===== config.mk =====
export PLATFORM = sky130hd
export DESIGN_NAME = sync_xfer_tx_flat
export DESIGN_NICKNAME = d
export VERILOG_FILES = /design/src/rtl/sync_xfer_tx_if.sv /design/src/rtl/sync_xfer_tx.sv /design/src/flat_wrapper.sv
export SDC_FILE = /design/constraint.sdc
export NUM_CORES = 1
export LEC_CHECK = 0
export CAP_MARGIN = 40
export CORE_ASPECT_RATIO = 0.7
export CORE_MARGIN = 5
export CORE_UTILIZATION = 25
export CTS_CLUSTER_SIZE = 24
export DETAILED_ROUTE_END_ITERATION = 12
export GPL_TIMING_DRIVEN = 0
export SYNTH_ARGS = -nofsm -noshare
export SYNTH_HDL_FRONTEND = slang
export SYNTH_SLANG_ARGS = --single-unit
export TNS_END_PERCENT = 100

===== constraint.sdc =====
create_clock -name in_clk -period 2.6 [get_ports in_clk]
set_clock_uncertainty 0.05 [all_clocks]
set_input_delay 0.65 -clock in_clk [delete_from_list [all_inputs] [get_ports in_clk]]
set_output_delay 0.65 -clock in_clk [all_outputs]
set_load 0.1 [all_outputs]

===== src/rtl/sync_xfer_tx_if.sv =====
// Handshake bundle for sync_xfer_tx: producer valid/ready side, far-domain
// req/ack/data side, and the status outputs.
interface sync_xfer_tx_if #(
    parameter int W = 32
);
    logic         in_valid;
    logic [W-1:0] in_data;
    logic         in_ready;
    logic         xfer_req;
    logic [W-1:0] xfer_data;
    logic         xfer_ack;
    logic         busy;
    logic         done;

    // master: the transmitter block itself
    modport master (
        input  in_valid, in_data, xfer_ack,
        output in_ready, xfer_req, xfer_data, busy, done
    );

    // slave: producer plus far-domain responder
    modport slave (
        output in_valid, in_data, xfer_ack,
        input  in_ready, xfer_req, xfer_data, busy, done
    );
endinterface


===== src/rtl/sync_xfer_tx.sv =====
// sync_xfer_tx: source end of a four-phase req/ack clock-domain crossing.
// One word in flight on xfer_data (frozen from launch to next launch) plus a
// one-entry pending buffer so the producer can queue the following word.
module sync_xfer_tx #(
    parameter int W     = 32,
    parameter int NSYNC = 2
) (
    input  logic           in_clk,
    input  logic           reset_n,
    sync_xfer_tx_if.master bus
);
    localparam logic [1:0] IDLE    = 2'd0;
    localparam logic [1:0] REQ     = 2'd1;
    localparam logic [1:0] RELEASE = 2'd2;

    logic [1:0]   state_q, state_d;
    logic         req_q, req_d;
    logic [W-1:0] data_q, data_d;
    logic         pend_valid_q, pend_valid_d;
    logic [W-1:0] pend_data_q, pend_data_d;
    logic         done_q, done_d;

    (* ASYNC_REG = "TRUE" *) logic [NSYNC-1:0] sync_q;
    logic [NSYNC-1:0] sync_d;

    logic ack_s;
    logic in_fire;
    logic have_word;
    logic launch;

    // Shift the raw ack level into the synchronizer; only sync_q[0] sees xfer_ack
    always_comb sync_d = {sync_q[NSYNC-2:0], bus.xfer_ack};

    assign ack_s     = sync_q[NSYNC-1];
    assign in_fire   = bus.in_valid & ~pend_valid_q;
    assign have_word = pend_valid_q | in_fire;
    // A launch needs the far side quiet (ack low) and either an idle channel
    // or a RELEASE that is completing on this very edge.
    assign launch    = have_word & ~ack_s & ((state_q == IDLE) | (state_q == RELEASE));

    // Handshake FSM, launch datapath and pending-buffer management
    always_comb begin
        state_d      = state_q;
        req_d        = req_q;
        data_d       = data_q;
        pend_valid_d = pend_valid_q;
        pend_data_d  = pend_data_q;
        done_d       = 1'b0;

        case (state_q)
            IDLE: begin
                if (launch) state_d = REQ;
            end
            REQ: begin
                if (ack_s) begin
                    state_d = RELEASE;
                    req_d   = 1'b0;
                end
            end
            RELEASE: begin
                if (!ack_s) begin
                    done_d  = 1'b1;
                    state_d = have_word ? REQ : IDLE;
                end
            end
            default: begin
                state_d = IDLE;
                req_d   = 1'b0;
            end
        endcase

        if (launch) begin
            req_d  = 1'b1;
            data_d = pend_valid_q ? pend_data_q : bus.in_data;
            if (pend_valid_q) pend_valid_d = 1'b0;
        end

        // in_fire implies pend is empty, so pend never sources a launch on
        // the same edge a new word is accepted; the new word parks in pend
        // whenever it is not launched directly.
        if (in_fire && !launch) begin
            pend_valid_d = 1'b1;
            pend_data_d  = bus.in_data;
        end
    end

    // State registers; reset drops req at once and discards any pending word
    always_ff @(posedge in_clk or negedge reset_n) begin
        if (!reset_n) begin
            state_q      <= IDLE;
            req_q        <= 1'b0;
            data_q       <= '0;
            pend_valid_q <= 1'b0;
            pend_data_q  <= '0;
            done_q       <= 1'b0;
            sync_q       <= '0;
        end else begin
            state_q      <= state_d;
            req_q        <= req_d;
            data_q       <= data_d;
            pend_valid_q <= pend_valid_d;
            pend_data_q  <= pend_data_d;
            done_q       <= done_d;
            sync_q       <= sync_d;
        end
    end

    assign bus.in_ready  = ~pend_valid_q;
    assign bus.xfer_req  = req_q;
    assign bus.xfer_data = data_q;
    assign bus.busy      = (state_q != IDLE) | pend_valid_q;
    assign bus.done      = done_q;
endmodule


===== src/flat_wrapper.sv =====
// flat-port wrapper written by rule: the top's interface ports become plain ports
module sync_xfer_tx_flat 
#(
    parameter int W     = 32,
    parameter int NSYNC = 2
)
  (in_clk, reset_n, bus_in_valid, bus_in_data, bus_xfer_ack, bus_in_ready, bus_xfer_req, bus_xfer_data, bus_busy, bus_done);
  sync_xfer_tx_if #(.W(W)) bus_i ();
  input  logic in_clk;
  input  logic reset_n;
  input wire logic [$bits(bus_i.in_valid)-1:0] bus_in_valid;
  input wire logic [$bits(bus_i.in_data)-1:0] bus_in_data;
  input wire logic [$bits(bus_i.xfer_ack)-1:0] bus_xfer_ack;
  output wire logic [$bits(bus_i.in_ready)-1:0] bus_in_ready;
  output wire logic [$bits(bus_i.xfer_req)-1:0] bus_xfer_req;
  output wire logic [$bits(bus_i.xfer_data)-1:0] bus_xfer_data;
  output wire logic [$bits(bus_i.busy)-1:0] bus_busy;
  output wire logic [$bits(bus_i.done)-1:0] bus_done;
  assign bus_i.in_valid = bus_in_valid;
  assign bus_i.in_data = bus_in_data;
  assign bus_i.xfer_ack = bus_xfer_ack;
  assign bus_in_ready = bus_i.in_ready;
  assign bus_xfer_req = bus_i.xfer_req;
  assign bus_xfer_data = bus_i.xfer_data;
  assign bus_busy = bus_i.busy;
  assign bus_done = bus_i.done;
  sync_xfer_tx #(.W(W), .NSYNC(NSYNC)) u_core (.in_clk(in_clk), .reset_n(reset_n), .bus(bus_i));
endmodule

==> impl_metrics.ini <==
[floorplan]
die_height_um = 102
die_x_um = 142
start_util_pct = 25.7
die_area_mm2 = 0.0145
floorplan.core_area_mm2 = 0.0118
rows = 33
ios = 72

[clock_network]
clock_insertion_delay_worst_skew_ps = 320
clock_slew_at_reported_path_ffs_ps = 50
ctsHoldBuffers = 0
cts.path.max_buffers = 2
cts-buffers-inserted = 9
cts_root_buffer = sky130_fd_sc_hd__clkbuf_16
tritoncts_sink_count = 71
tritoncts = done
htree_num_levels = 3

[worst_setup_path]
cp_num_buf_inv = 4
worstPathArrival_ps = 1640
criticalPathCategory = reg2out
cpLargestDelayFamily = buffers and inverters
cp_max_fo = 18
worstPathCellList = buf_6 -> inv_1 -> clkdlybuf4s50_1 -> buf_8
crit_required_ps = 1900
critical_path.slowest_cell = sky130_fd_sc_hd__clkdlybuf4s50_1
max_stage_delay_ps = 500
setup.worst_path.start_class = flip-flop
timing.critical_path.to_type = output port

[run]
cap_viol_max_count = 0

[timing]
slew_headroom_pct = 54.5
final-setup-viol-count = 0
period_utilization_post_route_pct = 89.9
timing.final.hold_violations = 0
fmax_mhz = 428
postLayoutSetupSlackWorst_ps = 264
final_max_slew_viol_count = 0
hold_ws_ps = 223
timing.final.crit_period_ps = 2340
timing_worst_slew_pin_value_ps = 682
rsz0062_at_grt = false

[final_layout]
area.growth.synth_to_final_pct = 58.7
fin_util_pct = 40.8
finish.net_count = 344
n_fill_cell = 1084
drive_gt1_share_pct = 49.7
antenna-diode-count = 0

[route]
vias = 1956
sum_of_routed_wire_length_over_all_layers_um = 6620
detail_route.iter0.violations = 46
drtPass1Iterations = 2
remaining_drc_errors = 0
wire_length_per_cell_um = 14.1
ant_nets = 0
vias_per_cell = 4.17

[global_routing]
antenna_found_initial = 0
grt_first_pass_wirelength_um = 11200
grt_pass1_vias = 2161
grt_overflow = 0
groute.usage.overall_pct = 10.1
grt_start_max_net_pins = 39

[hold_path]
min-delay-path-class = in2async

[synth]
synth.largest_area_cell = sky130_fd_sc_hd__dfrtp_1
synthTopCellsByCount = 93 x sky130_fd_sc_hd__mux2_2, 71 x sky130_fd_sc_hd__dfrtp_1, 4 x sky130_fd_sc_hd__buf_4
ys_types = 17
synthMostInstantiatedCell = sky130_fd_sc_hd__mux2_2
count_of_flip_flops_with_a_built_in_enable_after_synthesis = 0
synth_sequential_area_ratio_pct = 58.5
synthCells = 191
ys_warn_count = 0
ys_seq_elements = 71
yosys_most_used_dff = sky130_fd_sc_hd__dfrtp_1
postSynthNetCount = 227
average_cell_area_after_synthesis_um2 = 15.9
synthArstFlopShare_pct = 100
synth.cell_area_mm2 = 0.00304
synth_top_area_share_pct = 58.5
netlist_top_cells_area = sky130_fd_sc_hd__dfrtp_1 58%, sky130_fd_sc_hd__mux2_2 34%, sky130_fd_sc_hd__buf_6 1.1%, sky130_fd_sc_hd__mux2_1 1.1%, sky130_fd_sc_hd__buf_4 0.99%

[run_status]
run_status = finished clean

[placement]
gp_routability_congestion = 0.687
io_buffer_count = 71
dpl.hpwl_um = 4790
dp_slack_ps = 106
## timing repair
item	in CTS	in global routing
hold endpoints to repair	0	0
setup buffers	0	0
endpoints found under the setup margin	1	0
gates resized for setup	2	0
## final cells by class
type | count | area, um^2 | area share, %
sequential | 71 | 1780 | 36.8
timing repair buffer | 107 | 1280 | 26.5
multi-input combinational | 109 | 1180 | 24.5
clock buffer | 11 | 243 | 5.03
tap | 157 | 196 | 4.07
buffer | 9 | 75.1 | 1.56
clock inverter | 4 | 70.1 | 1.45
inverter | 1 | 3.75 | 0.0778
## flip-flops by register name, indices dropped and copies added (netlist names)
register / flops
u_core.bus.xfer_data: 32
u_core.pend_data_q: 32
u_core.state_q: 2
u_core.sync_q: 2
u_core.bus.xfer_req: 1
u_core.pend_valid_q: 1
u_core.bus.done: 1
## layout by cell type, fill, tap and decap left out, types with 3 or more instances in the layout
cell / netlist / routed
sky130_fd_sc_hd__dfrtp_1: 71 / 71
sky130_fd_sc_hd__mux2_1: 3 / 3
sky130_fd_sc_hd__clkbuf_16: 0 / 9
sky130_fd_sc_hd__clkdlybuf4s50_1: 0 / 69
sky130_fd_sc_hd__nor2_1: 3 / 3
sky130_fd_sc_hd__buf_8: 0 / 34
sky130_fd_sc_hd__buf_6: 3 / 4
sky130_fd_sc_hd__buf_4: 4 / 4
sky130_fd_sc_hd__mux2_2: 93 / 93
sky130_fd_sc_hd__clkbuf_1: 2 / 3
## cell families (layout without fill, tap and decap cells)
logic type	count (synthesis)	in the layout	share of synthesized area, %
multiplexers	96	96	35.6
flip-flops	71	71	58.5
buffers and inverters	11	132	2.64
AND/OR/NAND/NOR	9	9	2.35
AO/OA/AOI/OAI	3	3	0.659
XOR/XNOR	1	1	0.288
## final timing paths
kind / slack [ps] / endpoint / startpoint / depth (start not counted)
worst max register to register: 670 / u_core.bus.xfer_data[21] / u_core.pend_valid_q / 4
worst min register to register: 300 / u_core.sync_q[1] / u_core.sync_q[0] / 0
worst min-delay path: 220 / u_core.pend_data_q[9] / reset_n / 1
worst max-delay path: 260 / bus_in_ready / u_core.pend_valid_q / 4
max in group asynchronous: 1720 / u_core.bus.xfer_data[21] / reset_n / 2
min in group in_clk: 300 / u_core.sync_q[1] / u_core.sync_q[0] / 0
## through the flow
stage,setup TNS (ps),cell area [um^2],cells
after CTS,0,4820,469
after detailed placement,0,4520,456
after global routing,0,4820,469
final,0,4820,469
after global placement,-118390,3950,419
after floorplan,0,3040,191
## per-layer routing
metal,global-route usage [%],wire length [um]
met1,13.2,3190
met2,15.4,2900
met3,3.98,428
met4,3.54,102
met5,0,0
Power is left out: the tool's default activity adds up to more than one toggle a clock period on the data nets, which glitch-free logic cannot reach.
==> RTL edit (same flow settings) <==
`W` is set to 32 in 3 places; all go to 64.
--- a/src/rtl/sync_xfer_tx_if.sv
+++ b/src/rtl/sync_xfer_tx_if.sv
@@ -1,7 +1,7 @@
 // Handshake bundle for sync_xfer_tx: producer valid/ready side, far-domain
 // req/ack/data side, and the status outputs.
 interface sync_xfer_tx_if #(
-    parameter int W = 32
+    parameter int W = 64
 );
     logic         in_valid;
     logic [W-1:0] in_data;
--- a/src/rtl/sync_xfer_tx.sv
+++ b/src/rtl/sync_xfer_tx.sv
@@ -2,7 +2,7 @@
 // One word in flight on xfer_data (frozen from launch to next launch) plus a
 // one-entry pending buffer so the producer can queue the following word.
 module sync_xfer_tx #(
-    parameter int W     = 32,
+    parameter int W     = 64,
     parameter int NSYNC = 2
 ) (
     input  logic           in_clk,
--- a/src/flat_wrapper.sv
+++ b/src/flat_wrapper.sv
@@ -1,7 +1,7 @@
 // flat-port wrapper written by rule: the top's interface ports become plain ports
 module sync_xfer_tx_flat 
 #(
-    parameter int W     = 32,
+    parameter int W     = 64,
     parameter int NSYNC = 2
 )
   (in_clk, reset_n, bus_in_valid, bus_in_data, bus_xfer_ack, bus_in_ready, bus_xfer_req, bus_xfer_data, bus_busy, bus_done);
Interface: changed (resized bus_in_data and bus_xfer_data); port bits go from 72 to 136. No check against the original RTL was run, so the function may have changed too.
==> RTL edit against the original RTL <==
  * Synthesized cell count rose by 90%
  * Global-route usage rose by 0.89 points
  * Count of clock-buffer cells in the layout rose by 11
  * Final area rose by 93%
  * Routed wire length rose by 110%
  * Sequential share of layout area fell by 0.45 points
  * Sequential cell count rose by 64
  * Synthesized area rose by 91%
  * Worst setup slack got worse by 0.10 ns
  * Largest cell class unchanged
Power is left out: the tool's default activity adds up to more than one toggle a clock period on the data nets, which glitch-free logic cannot reach.
==> RTL edit: results (changes against the original RTL) <==
status=finished, final reports clean; most instantiated cells after synthesis=135 x dfrtp_1, 132 x mux2_2, 60 x mux2_1; unique cell type count in the Yosys netlist=15 (-2); reg2reg path depth=6 (+2); met3 GRT Util=4.559% (+0.58 points); Max stage delay on crit path=0.42 ns (-0.08 ns); worst hold slack=0.1653 ns (-0.05779 ns); RePlAce Congestion=0.7041 (+2.5%); Syn Nets=430 (+89%); worst path arrival time=1.74 ns (+0.10 ns); initial antenna violation count=1 (+1); layout cell share with drive strength beyond 1=43.38% (-6.3 points); DR WL/cell=15.33 microns (+8.6%); Worst path slowest cell=or3_4; first-pass GRT wire length=22.45 mm (+100%); DRT Pass-1 Iters=4 (+2); CTS H-tree lvls=4 (+1); final net count=652 (+90%); clock latency on the worst-skew pair=0.41 ns (+0.09 ns); FF-to-FF End=u_core.bus.xfer_data[6]; number of global-route vias before repair=4290 (+99%); Reg2Reg Setup Slack=0.85 ns (+0.18 ns); Slew @ Worst Pin=0.6173 ns (-0.06478 ns); Post-Syn Instances=362 (+90%); Synth top area share=58.13% (-0.36 points); port buffer count=135 (+90%); GRT met2 Usage=17.58% (+2.2 points); DP Area=8678 sq um (+92%); vias=3734 (+91%); ranking of synthesized cells by area=dfrtp_1 58%, mux2_2 26%, mux2_1 12%
-- RTL edit: changes by cell type in the layout (fill, tap and decap cells not counted), sizes merged, moves of 2 or more --
cell | before | now
buf | 45 | 92
clkinv | 2 | 5
dfrtp | 71 | 135
mux2 | 96 | 192
clkdlybuf4s50 | 69 | 132
inv | 1 | 3
clkbuf | 13 | 22
-- RTL edit: cell families (layout without fill, tap and decap cells) --
| logic type | count (synthesis) | count (layout) | share of synthesized area [%] |
|---|---|---|---|
| muxes | 192 | 192 | 37.20 |
| and+or+nand+nor | 9 | 9 | 0.9687 |
| DFF | 135 | 135 | 58.13 |
| buffers and inverters | 22 | 257 | 3.208 |
| xor gates and xnor gates | 1 | 1 | 0.1507 |
| AOI/OAI and AO/OA | 3 | 3 | 0.3443 |
-- RTL edit: area by class of cell --
class	instances	area, sq um	area share, %
plain buffers	21	188.9	2.035
clock buffers	22	484.2	5.215
clock inverters	10	117.6	1.267
inverters	1	3.754	0.04043
multi-input cells	205	2252	24.26
flip-flops and latches	135	3379	36.40
well taps	312	390.4	4.204
repair buffers	203	2469	26.59
-- RTL edit: per-layer routing --
metal  wire, microns  up-vias
li1                -     1747
met1            6416     1891
met2            6618       86
met3             800        8
met4              87        2
met5              10        -
-- RTL edit: worst max-delay path by stage --
| stage | slack [ns] | to | cells past startpoint |
|---|---|---|---|
| after floorplan | 0.40 | bus_busy | 3 |
| after global routing | 0.07 | bus_busy | 4 |
| after CTS | 0.04 | bus_busy | 4 |
| after global placement | -4.49 | u_core.pend_data_q[29] | 1 |
| after detailed placement | -0.1 | bus_busy | 5 |
| final | 0.16 | bus_busy | 4 |
-- RTL edit: repair_timing --
action	4_1_cts	5_1_grt
pin swaps	0	0
setup endpoints to repair	2	1
setup buffers	1	0
resized for setup	4	1
